[src/rtl/lbm_cell_loader.sv]
// Population loader: fetches nine Q3.13 words per cell from a 1-cycle-latency memory and presents
// them to the collider under valid/ready. Optional next-cell shadow prefetch: LBM_LOADER_PREFETCH_EN.
module lbm_cell_loader #(
  parameter int unsigned NUM_CELLS = 64,
  parameter int unsigned ADDR_W    = 12,
  parameter int unsigned BASE_ADDR = 0,
  localparam int unsigned CellW    = (NUM_CELLS > 1) ? $clog2(NUM_CELLS) : 1
) (
  input  logic              i_clk,
  input  logic              i_rst,
  input  logic              i_start,
  output logic              o_busy,
  output logic              o_done,
  output logic              o_mem_en,
  output logic [ADDR_W-1:0] o_mem_addr,
  input  logic [15:0]       i_mem_rdata,
  output logic              o_out_valid,
  input  logic              i_out_ready,
  output logic [CellW-1:0]  o_cell_idx,
  output logic [15:0]       o_f_null,
  output logic [15:0]       o_f_n,
  output logic [15:0]       o_f_ne,
  output logic [15:0]       o_f_e,
  output logic [15:0]       o_f_se,
  output logic [15:0]       o_f_s,
  output logic [15:0]       o_f_sw,
  output logic [15:0]       o_f_w,
  output logic [15:0]       o_f_nw
);

  localparam logic [CellW-1:0]  LastCell = CellW'(NUM_CELLS - 1);
  localparam logic [ADDR_W-1:0] BaseAddr = ADDR_W'(BASE_ADDR);
  localparam logic [3:0]        LastDir  = 4'd8;

  typedef enum logic [1:0] {StIdle, StFetch, StDrain, StPresent} state_e;

  state_e            r_state, w_state_d;
  logic [3:0]        r_dir, w_dir_d;
  logic [ADDR_W-1:0] r_addr, w_addr_d;
  logic [CellW-1:0]  r_cell, w_cell_d;
  logic              r_done, w_done_d;
  logic              w_mem_en;
  logic              r_cap_vld;
  logic [3:0]        r_cap_dir;
  logic [15:0]       r_f [9];
  logic [15:0]       w_f_d [9];
  logic              w_valid, w_hs, w_last_cell;

  assign w_hs        = w_valid & i_out_ready;
  assign w_last_cell = (r_cell == LastCell);

`ifdef LBM_LOADER_PREFETCH_EN
  logic              r_valid, w_valid_d;
  logic [15:0]       r_shadow [9];
  logic [15:0]       w_shadow_d [9];
  logic              r_shadow_full, w_shadow_full_d;
  logic [CellW-1:0]  r_fetch_cell, w_fetch_cell_d;
  logic              w_cap_last, w_f_free, w_can_start, w_more;

  assign w_valid    = r_valid;
  assign w_cap_last = r_cap_vld & (r_cap_dir == LastDir);
  assign w_f_free   = ~r_valid | w_hs;
  assign w_more     = (r_fetch_cell != LastCell);
  // A new fill may only start once the shadow bank cannot still be holding an unconsumed cell.
  assign w_can_start = ~r_shadow_full & (~w_cap_last | w_f_free);

  always_comb begin
    w_state_d      = r_state;
    w_dir_d        = r_dir;
    w_addr_d       = r_addr;
    w_cell_d       = r_cell;
    w_fetch_cell_d = r_fetch_cell;
    w_done_d       = 1'b0;
    w_mem_en       = 1'b0;
    unique case (r_state)
      StIdle: begin
        if (i_start) begin
          w_state_d      = StFetch;
          w_dir_d        = 4'd0;
          w_addr_d       = BaseAddr;
          w_cell_d       = '0;
          w_fetch_cell_d = '0;
        end
      end
      StFetch: begin
        w_mem_en = 1'b1;
        w_addr_d = r_addr + 1'b1;
        if (r_dir == LastDir) begin
          w_dir_d   = 4'd0;
          w_state_d = StDrain;
        end else begin
          w_dir_d = r_dir + 4'd1;
        end
      end
      StDrain, StPresent: begin
        // Issue dir 0 of the next cell straight away so fills run back to back.
        if (w_more && w_can_start) begin
          w_mem_en       = 1'b1;
          w_addr_d       = r_addr + 1'b1;
          w_dir_d        = 4'd1;
          w_fetch_cell_d = r_fetch_cell + 1'b1;
          w_state_d      = StFetch;
        end else begin
          w_state_d = StPresent;
        end
      end
      default: w_state_d = StIdle;
    endcase
    if (w_hs) begin
      if (w_last_cell) begin
        w_done_d  = 1'b1;
        w_state_d = StIdle;
        w_cell_d  = '0;
      end else begin
        w_cell_d = r_cell + 1'b1;
      end
    end
  end

  always_comb begin
    w_valid_d       = r_valid;
    w_shadow_full_d = r_shadow_full;
    for (int i = 0; i < 9; i++) begin
      w_f_d[i]      = r_f[i];
      w_shadow_d[i] = r_shadow[i];
    end
    if (w_hs && r_shadow_full) begin
      for (int i = 0; i < 9; i++) w_f_d[i] = r_shadow[i];
      w_shadow_full_d = 1'b0;
    end else if (w_hs) begin
      w_valid_d = 1'b0;
    end
    if (r_cap_vld) begin
      if (w_cap_last && w_f_free) begin
        // Completing fill bypasses the shadow so the presented bank loads on the final capture.
        for (int i = 0; i < 8; i++) w_f_d[i] = r_shadow[i];
        w_f_d[8]  = i_mem_rdata;
        w_valid_d = 1'b1;
      end else begin
        for (int i = 0; i < 9; i++) begin
          if (r_cap_dir == 4'(i)) w_shadow_d[i] = i_mem_rdata;
        end
        if (w_cap_last) w_shadow_full_d = 1'b1;
      end
    end
  end

  always_ff @(posedge i_clk) begin
    if (i_rst) begin
      r_valid       <= 1'b0;
      r_shadow_full <= 1'b0;
      r_fetch_cell  <= '0;
      for (int i = 0; i < 9; i++) r_shadow[i] <= '0;
    end else begin
      r_valid       <= w_valid_d;
      r_shadow_full <= w_shadow_full_d;
      r_fetch_cell  <= w_fetch_cell_d;
      for (int i = 0; i < 9; i++) r_shadow[i] <= w_shadow_d[i];
    end
  end
`else
  assign w_valid = (r_state == StPresent);

  always_comb begin
    w_state_d = r_state;
    w_dir_d   = r_dir;
    w_addr_d  = r_addr;
    w_cell_d  = r_cell;
    w_done_d  = 1'b0;
    w_mem_en  = 1'b0;
    unique case (r_state)
      StIdle: begin
        if (i_start) begin
          w_state_d = StFetch;
          w_dir_d   = 4'd0;
          w_addr_d  = BaseAddr;
          w_cell_d  = '0;
        end
      end
      StFetch: begin
        w_mem_en = 1'b1;
        w_addr_d = r_addr + 1'b1;
        if (r_dir == LastDir) begin
          w_dir_d   = 4'd0;
          w_state_d = StDrain;
        end else begin
          w_dir_d = r_dir + 4'd1;
        end
      end
      StDrain: w_state_d = StPresent;
      StPresent: begin
        if (w_hs) begin
          if (w_last_cell) begin
            w_done_d  = 1'b1;
            w_state_d = StIdle;
            w_cell_d  = '0;
          end else begin
            // Address register already points at the next cell's dir 0.
            w_cell_d  = r_cell + 1'b1;
            w_state_d = StFetch;
          end
        end
      end
      default: w_state_d = StIdle;
    endcase
  end

  always_comb begin
    for (int i = 0; i < 9; i++) begin
      w_f_d[i] = r_f[i];
      if (r_cap_vld && (r_cap_dir == 4'(i))) w_f_d[i] = i_mem_rdata;
    end
  end
`endif

  always_ff @(posedge i_clk) begin
    if (i_rst) begin
      r_state   <= StIdle;
      r_dir     <= 4'd0;
      r_addr    <= '0;
      r_cell    <= '0;
      r_done    <= 1'b0;
      r_cap_vld <= 1'b0;
      r_cap_dir <= 4'd0;
      for (int i = 0; i < 9; i++) r_f[i] <= '0;
    end else begin
      r_state   <= w_state_d;
      r_dir     <= w_dir_d;
      r_addr    <= w_addr_d;
      r_cell    <= w_cell_d;
      r_done    <= w_done_d;
      r_cap_vld <= w_mem_en;
      r_cap_dir <= r_dir;
      for (int i = 0; i < 9; i++) r_f[i] <= w_f_d[i];
    end
  end

  assign o_busy      = (r_state != StIdle);
  assign o_done      = r_done;
  assign o_mem_en    = w_mem_en;
  assign o_mem_addr  = r_addr;
  assign o_out_valid = w_valid;
  assign o_cell_idx  = r_cell;
  assign o_f_null    = r_f[0];
  assign o_f_n       = r_f[1];
  assign o_f_ne      = r_f[2];
  assign o_f_e       = r_f[3];
  assign o_f_se      = r_f[4];
  assign o_f_s       = r_f[5];
  assign o_f_sw      = r_f[6];
  assign o_f_w       = r_f[7];
  assign o_f_nw      = r_f[8];

endmodule

[config.mk]
export PLATFORM = sky130hd
export DESIGN_NAME = lbm_cell_loader
export DESIGN_NICKNAME = d
export VERILOG_FILES = /design/src/rtl/lbm_cell_loader.sv
export SDC_FILE = /design/constraint.sdc
export NUM_CORES = 1
export LEC_CHECK = 0
export CAP_MARGIN = 20
export CORE_ASPECT_RATIO = 0.9
export CORE_MARGIN = 10
export CORE_UTILIZATION = 51
export DETAILED_ROUTE_END_ITERATION = 7
export PLACE_DENSITY = 0.95
export SETUP_SLACK_MARGIN = 0.5
export SLEW_MARGIN = 10
export SYNTH_ARGS = -nofsm -noshare
export SYNTH_HDL_FRONTEND = slang
export SYNTH_SLANG_ARGS = --single-unit
[constraint.sdc]
create_clock -name i_clk -period 3.5 [get_ports i_clk]
set_input_delay 0.525 -clock i_clk [delete_from_list [all_inputs] [get_ports i_clk]]
set_output_delay 0.525 -clock i_clk [all_outputs]
set_load 0.02 [all_outputs]
Yosys cells after proc, flatten, opt, wreduce, memory -nomap -nowiden:

Memories as Yosys holds them, arrays and structs flattened.
Index checks and enable logic that the tools add are counted.

* flip-flop bits (word level): 30
* RAM bits: 144
* input port bits: 20
* memories: 1

Memories
* r_f: words 9, bits a word 16, rd ports 9, clocked after memory_dff 0, wr ports 9, RTL line 45 `logic [15:0] r_f [9];`

* add/sub/neg operators: 3
* eq/ne operators: 16
* muxes and demuxes: 37
* bitwise operators: 12
* reduce and logical (&&, ||, !) cells: 18

Operator list (count)
* $mux W16: 18
* $pmux W12 S2: 1
* $mux W6: 3
* $eq A4 B3 Y1 const B: 4
* $add A12 B1 Y12 const B: 1
* $mux W12: 1
* $pmux W6 S2: 1
* $logic_and A1 B1 Y1: 9
* $or A1 B1 Y1: 9
* $eq A4 B2 Y1 const B: 2
* $eq A4 B4 Y1 const B: 2
* $mux W4: 2
* $pmux W2 S4: 1
* $pmux W4 S2: 1
* $add A6 B1 Y6 const B: 1
* $eq A6 B6 Y1 const B: 1
* $mux W1: 6
* $mux W2: 3
* $reduce_and A3 Y1: 2
* $reduce_bool A2 Y1: 3
* $add A4 B1 Y4 const B: 1
* $eq A2 B2 Y1 const B: 2
* $eq A4 B1 Y1 const B: 1
* $logic_not A4 Y1: 1
* other kinds (8): 10

Logic depth before layout (Yosys ltp):

Gate-level depths: netlist of the first run.

* depth in word-level cells: 4
* mapped depth: 8

Least setup slack after synthesis of the first run:

Ideal clock, no wire load.

* path type: register to register
* start point: register r_state[1]
* end point: register r_addr[6] (netlist: o_mem_addr[6])
* arrival: 1847 ps
* path slack: 1594 ps
* stages on the path, launching flop included: 8
* path buffers: 1
* clock period less this slack: 1906 ps
* cells stage by stage: dfxtp_1 -> inv_1 -> ha_1 -> and3b_1 -> or2_0 -> buf_6 -> or4_1 -> nand2_1

* longest elaborated chain between the ends: 3
* elaborated cells between the ends (all ways): 6

Ends and longest elaborated chain
* start, declared: RTL line 37 `state_e r_state, w_state_d;`
* start signal, assigned: RTL line 218 `r_state <= StIdle;`
* start signal, assigned: RTL line 227 `r_state <= w_state_d;`
* $eq A2 B1 Y1 or $logic_not A2 Y1 (tied branches): RTL line 171 `unique case (r_state)`
* $reduce_bool A2 Y1 (no line) or $ne A2 B2 Y1 (tied branches)
* $reduce_and A2 Y1 (no line)
* end signal, assigned: RTL line 229 `r_addr <= w_addr_d;`
* end, declared: RTL line 39 `logic [ADDR_W-1:0] r_addr, w_addr_d;`

Several ways; a longest one is shown, not always the timed one.
A chain may end at the register's enable or synchronous reset.

Final worst setup path of the first run:

* start point: register r_state[0]
* end point: output port o_busy

* longest elaborated chain between the ends: 1

Ends and longest elaborated chain
* $reduce_bool A2 Y1: RTL line 238 `assign o_busy = (r_state != StIdle);`
* end, declared: RTL line 12 `output logic o_busy,`

No other way between the ends.

==> metrics.md, run 1 <==
| Metric | Value |
|---|---|
| Layout cells sized above 1 | 5.02% |
| Status | completed |
| Syn_area_per_cell | 8.69 um^2 |
| Post-Layout Cell Count | 1081 |
| # IOs | 186 |
| DP Cell Count | 1047 |
| Drt wl/cell | 17.9 um |
| Max cap viols | 0 |
| Crit path max-delay family | buffers and inverters |
| DRC violations left | 0 |
| Worst-path clk slew | 0.06 ns |
| Critical path type | flop to output pin |
| Core area | 0.0126 mm^2 |
| Setup slack after layout | 1.08 ns |
| Tot GR Track Use | 21.0% |
| Grt ovf | 0 |
| Worst Tran Pin Value | 0.983 ns |
| Register bit total from synthesis | 174 |
| Logic depth of the worst path, buffers included | 4 |
| Worst-Skew Late Latency | 0.42 ns |
| # Post-CTS Setup Buffers | 0 |
| CTS sink cnt | 174 |
| Cells after synthesis | 755 |
| Worst EP arrival | 1.89 ns |
| Worst hold start | r_f[0][14] |
| Worst path max stage delay | 0.60 ns |
| Share of the synthesized area in the top cell type | 53.1% |
| Htree depth | 4 |
| Cell Chain, Critical Path | inv_1, ha_1, inv_1, clkdlybuf4s50_1 |
| Leakage | 3.31 nW |
| Vias in the first global route | 5584 |
| P per Cell Area | 521 mW/mm^2 |
| Finished Cell Area | 0.00904 mm^2 |
| Via count | 5789 |
| FMAX | 414 MHz |
| Critical path fanouts, max | 8 |
| Max-slew violation count | 0 |
| Cell mode on critical path | inv_1 |
| First-pass GRT wire length | 30.2 mm |
| Cts hold-fix bufs | 0 |
| Longest Clk Path Bufs | 2 |
| Port bufs | 185 |
| Antenna violations before repair | 0 |
| Sequential-to-total area share from yosys stat | 53.1% |
| R2r startpoint | r_state[0] |
| Max-slew headroom | 34.1% |
| Final design utilization | 71.5% |
| Ys Warns | 0 |
| Flop2flop setup slack | 1.40 ns |
| Nets | 932 |
| Die ar. | 0.0178 mm^2 |
| Synth Cell Area | 0.00656 mm^2 |
| Half-perimeter wire length after placement | 13.6 mm |
| DRT iter0 DRCs | 441 |
| Routed WL | 19.4 mm |
| Setup tns final | 0 ns |
| Starting density of the core | 51.9% |
| Synth area leader | dfxtp_1 |
| Placed cell area | 0.00839 mm^2 |
| Pre-CTS WS | 1.19 ns |
| Via/cell ratio | 5.36 |
| # rows | 39 |
| TritonCTS clock tree | yes |
| CP Launch Type | flop |
| Clock root buffer | clkbuf_16 |
| GP Congestion | 0.812 |
| Period utilization | 69.0% |
| CTS-repair resized insts | 0 |
| Critical path buffer and inverter count | 3 |
| Drt pass-1 iters | 7 |
| Req. time, crit path | 2.97 ns |
| Final Hold Viols | 0 |
| Antenna diodes | 0 |
| Hold path cells | 2 |
| Worst hold path type | flop to flop |
| Cell variety after synth | 46 |
| Pin count of the biggest net entering global routing | 99 |
| P&R area growth vs syn | 37.8% |
| Min-Delay Endpoint | r_f[0][14] |
| Final ANT Viol Nets | 0 |
| Reg-to-Reg End | o_mem_addr[6] |
| Height of the chip | 128 um |
| Die span in x | 140 um |
| Worst path slowest cell | clkdlybuf4s50_1 |
| CTS Buf Count | 17 |
| Clock skew | 0.00573 ns |
| Final Critical Period | 2.42 ns |
| Post-Syn Nets | 783 |
| VDD IR max | 0.496 mV |
| R2R cell count | 6 |
| RSZ-0062 raised after global routing | false |
| Final setup viols | 0 |
| Critical Path End Type | output pin |
| Fill cell count | 918 |
| Cells taking the most area after synthesis | dfxtp_1, mux2i_1, nand2_1, a21oi_1, nor2_1 |
[worst min-delay path: stages, from the launching register on]
cell and delay, ns:
dfxtp_1 0.30, nand2_1 0.05, a21oi_1 0.05
[cell usage after synthesis, drive strengths merged]
library cell,count
mux2i,66
a211oi,2
xor2,4
nor4,1
nor3,4
a22oi,4
mux2,1
nor2,87
nor4b,1
nand3b,5
dfxtp,174
a311oi,1
or2,4
nor3b,3
buf,16
clkbuf,45
or4,1
a2111oi,1
and2,1
inv,10
o21ai,7
and3,5
or3,7
nand4b,2
and4,1
nand4,4
a41oi,1
nand2,174
nand3,11
ha,8
o22ai,1
and3b,1
a31oi,3
xnor2,2
o211ai,1
a31o,1
a21oi,88
nand2b,2
nor2b,5
[layout make-up]
class | count | area [um^2] | share of cell area, %
Inverter | 10 | 37.5 | 0.415
Clock buffer | 23 | 498 | 5.51
Sequential cell | 174 | 3480 | 38.5
Multi-Input combinational cell | 510 | 2780 | 30.8
Timing Repair Buffer | 191 | 1900 | 21.0
Tap cell | 164 | 205 | 2.27
Clock inverter | 9 | 131 | 1.45
[cell families (layout without fill, tap and decap cells)]
logic type / count (synthesis) / count (layout) / share of synthesized area, %
multiplexers: 67 / 67 / 10.2
AO/OA/AOI/OAI: 110 / 110 / 8.97
adder cells (fa/ha/maj): 8 / 8 / 1.53
flip-flops: 174 / 174 / 53.1
XOR/XNOR: 6 / 6 / 0.801
buffers and inverters: 71 / 233 / 4.65
AND/OR/NAND/NOR: 319 / 319 / 20.7
[how the worst max path moves through the flow]
| stage | startpoint | to | slack, ns |
|---|---|---|---|
| finish | r_state[0] | o_busy | 1.08 |
| global route | r_state[0] | o_busy | 1.01 |
| CTS | r_state[0] | o_busy | 1.08 |
| detailed placement | i_start | o_mem_addr[6] | 1.19 |
| global placement | i_start | o_mem_addr[6] | 1.24 |
| floorplan | r_state[1] | o_mem_addr[6] | 1.59 |
[placed cells by master (no fill, tap or decap), drive strengths merged, types with 5 or more instances in the layout]
cell type | synthesis | routed
o21ai | 7 | 7
or3 | 7 | 7
clkbuf | 45 | 23
nor2b | 5 | 5
and3 | 5 | 5
buf | 16 | 7
ha | 8 | 8
nor2 | 87 | 87
mux2i | 66 | 66
dfxtp | 174 | 174
clkdlybuf4s50 | 0 | 184
nand3b | 5 | 5
inv | 10 | 10
nand2 | 174 | 174
nand3 | 11 | 11
a21oi | 88 | 88
[flip-flops by register name, indices dropped and copies added, names as in the netlist]
name and cells:
r_dir 4, o_done 1, o_cell_idx 6, r_f 144, r_cap_dir 4, o_mem_addr 12
r_cap_vld 1, r_state 2
[power by group]
group / switching [mW] / leakage [nW] / internal (mW)
sequential: 0.0496 / 1.40 / 2.04
clock: 0.762 / 0.301 / 1.22
combinational: 0.403 / 1.60 / 0.239
total: 1.21 / 3.31 / 3.49
[stage by stage]
stage,hold slack [ns],power (mW)
6_report,0.454,4.71
5_1_grt,0.472,4.87
4_1_cts,0.454,4.72
3_5_place_dp,0.446,2.77
3_3_place_gp,0.441,2.75
2_1_floorplan,0.476,2.56
[per-layer routing]
layer / routed length, um / track usage (%) / up-vias / share of wire [%]
li1: - / - / 2789 / -
met1: 7820 / 24.7 / 2742 / 40
met2: 9030 / 33.1 / 231 / 47
met3: 2160 / 9.96 / 27 / 11
met4: 337 / 6.86 / 0 / 1.7
met5: 0 / 0 / - / 0
(Power assumes the default switching activity.)
==> run 2, diff against run 1 <==
--- a/config.mk
+++ b/config.mk
@@ -8,9 +8,9 @@
 export CAP_MARGIN = 20
 export CORE_ASPECT_RATIO = 0.9
 export CORE_MARGIN = 10
-export CORE_UTILIZATION = 51
+export CORE_UTILIZATION = 43
 export DETAILED_ROUTE_END_ITERATION = 7
-export PLACE_DENSITY = 0.95
+export PLACE_DENSITY = 0.87
 export SETUP_SLACK_MARGIN = 0.5
 export SLEW_MARGIN = 10
 export SYNTH_ARGS = -nofsm -noshare
==> constraint.sdc (replaced) <==
create_clock -name i_clk -period 2.1 [get_ports i_clk]
set_input_delay 0.315 -clock i_clk [delete_from_list [all_inputs] [get_ports i_clk]]
set_output_delay 0.315 -clock i_clk [all_outputs]
set_load 0.02 [all_outputs]
==> run 2 against run 1 <==
Hold slack worse by 0.35 ns. Largest power group unchanged. Design area up 3.1%. Count of clock-buffer cells in the layout decreased by 3. Utilization is 8.7 points lower. Routed wire length is 6.6% higher. Non-clock buffer count grew 24. Global-route usage down 2.1 points. Worst setup slack got worse by 0.71 ns. First-iteration DRC count is 26% lower.
==> metrics.md, run 2 (same netlist as run 1, synthesis figures left out) <==
| Metric | Value |
|---|---|
| Status | completed (unchanged) |
| Worst hold path type | input pin to flop (was flop to flop) |
| Drt pass-1 iters | 5 (was 7) |
| TritonCTS clock tree | yes (unchanged) |
| RSZ-0062 raised after global routing | true (was false) |
| Max-slew violation count | 0 (unchanged) |
| Leakage | 4.25 nW (was 3.31 nW) |
| Cell Chain, Critical Path | ha_2, dlygate4sd2_1 (was inv_1, ha_1, inv_1, clkdlybuf4s50_1) |
| Worst path max stage delay | 0.36 ns (was 0.60 ns) |
| Post-Layout Cell Count | 1139 (was 1081) |
| Worst-path clk slew | 0.06 ns (about the same) |
| Pin count of the biggest net entering global routing | 113 (was 99) |
| Worst path slowest cell | dfxtp_2 (was clkdlybuf4s50_1) |
| Period utilization | 82.0% |
| Hold Slack | 0.108 ns (was 0.454 ns) |
| Tot GR Track Use | 18.9% (was 21.0%) |
| Die ar. | 0.0206 mm^2 (was 0.0178 mm^2) |
| Antenna diodes | 0 (unchanged) |
| DRT iter0 DRCs | 325 (was 441) |
| Commonest non-fill, non-tap cell in the layout | nand2_1 (was clkdlybuf4s50_1) |
| Final Critical Period | 1.72 ns |
| GP Congestion | 0.853 (was 0.812) |
| CTS Buf Count | 17 (unchanged) |
| Max cap viols | 0 (unchanged) |
| Drt wl/cell | 18.1 um (was 17.9 um) |
| Setup slack after layout | 0.378 ns (was 1.08 ns) |
| Placed cell area | 0.00854 mm^2 (was 0.00839 mm^2) |
| Worst EP arrival | 1.41 ns (was 1.89 ns) |
| Most frequent cells in the layout | nand2_1, dfxtp_1, dlygate4sd2_1, nor2_1, a21oi_1 (was clkdlybuf4s50_1, nand2_1, dfxtp_1, a21oi_1, nor2_1) |
| Critical path type | flop to output pin (unchanged) |
| Max reg flops | 144 (unchanged) |
| Cts hold-fix bufs | 0 (unchanged) |
| Final design utilization | 62.9% (was 71.5%) |
| DRC violations left | 0 (unchanged) |
| Antenna violations before repair | 0 (unchanged) |
| Worst Tran Pin Value | 0.602 ns (was 0.983 ns) |
| FMAX | 581 MHz |
| CP Launch Type | flop (unchanged) |
| Longest Clk Path Bufs | 2 (unchanged) |
| Fill cell count | 1298 (was 918) |
| Pre-CTS WS | 0.175 ns (was 1.19 ns) |
| VDD IR max | 0.562 mV (was 0.496 mV) |
| Via/cell ratio | 5.16 (was 5.36) |
| Layout cells sized above 1 | 12.0% (was 5.02%) |
| Half-perimeter wire length after placement | 13.9 mm (was 13.6 mm) |
| Setup tns final | 0 ns (unchanged) |
| Largest Register | r_f (unchanged) |
| Vias in the first global route | 5606 (was 5584) |
| Die span in x | 150 um (was 140 um) |
| Htree depth | 4 (unchanged) |
| First-pass GRT wire length | 30.6 mm (was 30.2 mm) |
| Critical path fanouts, max | 9 (was 8) |
| Final setup viols | 0 (unchanged) |
| Clock skew | 0.0111 ns (was 0.00573 ns) |
| Nets | 956 (was 932) |
| Final ANT Viol Nets | 0 (unchanged) |
| Critical Path End Type | output pin (unchanged) |
| Req. time, crit path | 1.78 ns (was 2.97 ns) |
| Clock root buffer | clkbuf_16 (unchanged) |
| Worst-Skew Late Latency | 0.43 ns (was 0.42 ns) |
| Height of the chip | 137 um (was 128 um) |
| Core area | 0.0148 mm^2 (was 0.0126 mm^2) |
| DP Cell Count | 1089 (was 1047) |
| Port bufs | 185 (unchanged) |
| Final Hold Viols | 0 (unchanged) |
| Routed WL | 20.6 mm (was 19.4 mm) |
| CTS sink cnt | 174 (unchanged) |
| Max-slew headroom | 59.7% (was 34.1%) |
| # IOs | 186 (unchanged) |
| Via count | 5882 (was 5789) |
| # rows | 42 (was 39) |
| P per Cell Area | 862 mW/mm^2 (was 521 mW/mm^2) |
| Final Power | 8.03 mW (was 4.71 mW) |
| Grt ovf | 0 (unchanged) |
| P&R area growth vs syn | 42.0% (was 37.8%) |
| Starting density of the core | 44.3% (was 51.9%) |
| Finished Cell Area | 0.00931 mm^2 (was 0.00904 mm^2) |
==> run 2: changes by cell type in the layout (fill, tap and decap cells not counted), moves of 5 or more <==
cell / before / now
dfxtp_1: 174 / 169
dlygate4sd2_1: 0 / 163
clkdlybuf4s50_1: 184 / 18
buf_4: 6 / 18
buf_6: 0 / 11
==> run 2: layout make-up <==
cell class,instances,area [um^2],share of cell area [%]
repair buffers,215,1940,20.8
clock inverters,12,138,1.48
clock buffers,20,447,4.80
well taps,198,248,2.66
flip-flops and latches,174,3490,37.5
multi-input cells,510,3000,32.2
inverters,10,42.5,0.457
==> run 2: worst paths after layout <==
check	startpoint	endpoint	slack, ns	cells after the start
max	r_state[1]	o_out_valid	0.38	2
min reg2reg	r_f[0][64]	r_f[0][64]	0.45	2
max reg2reg	r_state[0]	o_mem_addr[11]	0.38	7
min	i_rst	o_mem_addr[0]	0.11	2
==> run 2: critical path: cells and delay by family (launching register included) <==
kind | cells | cell delay [ns]
flip-flops | 1 | 0.36
buffers and inverters | 1 | 0.36
adder cells (fa/ha/maj) | 1 | 0.27
==> run 2: power by group <==
group          switching (mW)  leakage [nW]  total [mW]  internal, mW
Sequential             0.0869          1.41        3.49          3.40
Clock                    1.33         0.281        3.13          1.79
Combinational           0.813          2.56        1.41         0.593
==> run 2: timing repair <==
item	4_1_cts	5_1_grt
pin swaps	7	18
buffers inserted	6	10
setup endpoints to repair	254	133
gates resized for setup	190	57
gates cloned	0	2
hold endpoints to repair	0	0
==> run 2: metal layers <==
metal / vias to the layer above / GRT usage, % / wire, um
met5: - / 0 / 0
met4: 0 / 7.01 / 359
met3: 28 / 7.10 / 1970
met2: 205 / 30.7 / 9980
met1: 2812 / 22.3 / 8330
li1: 2837 / - / -
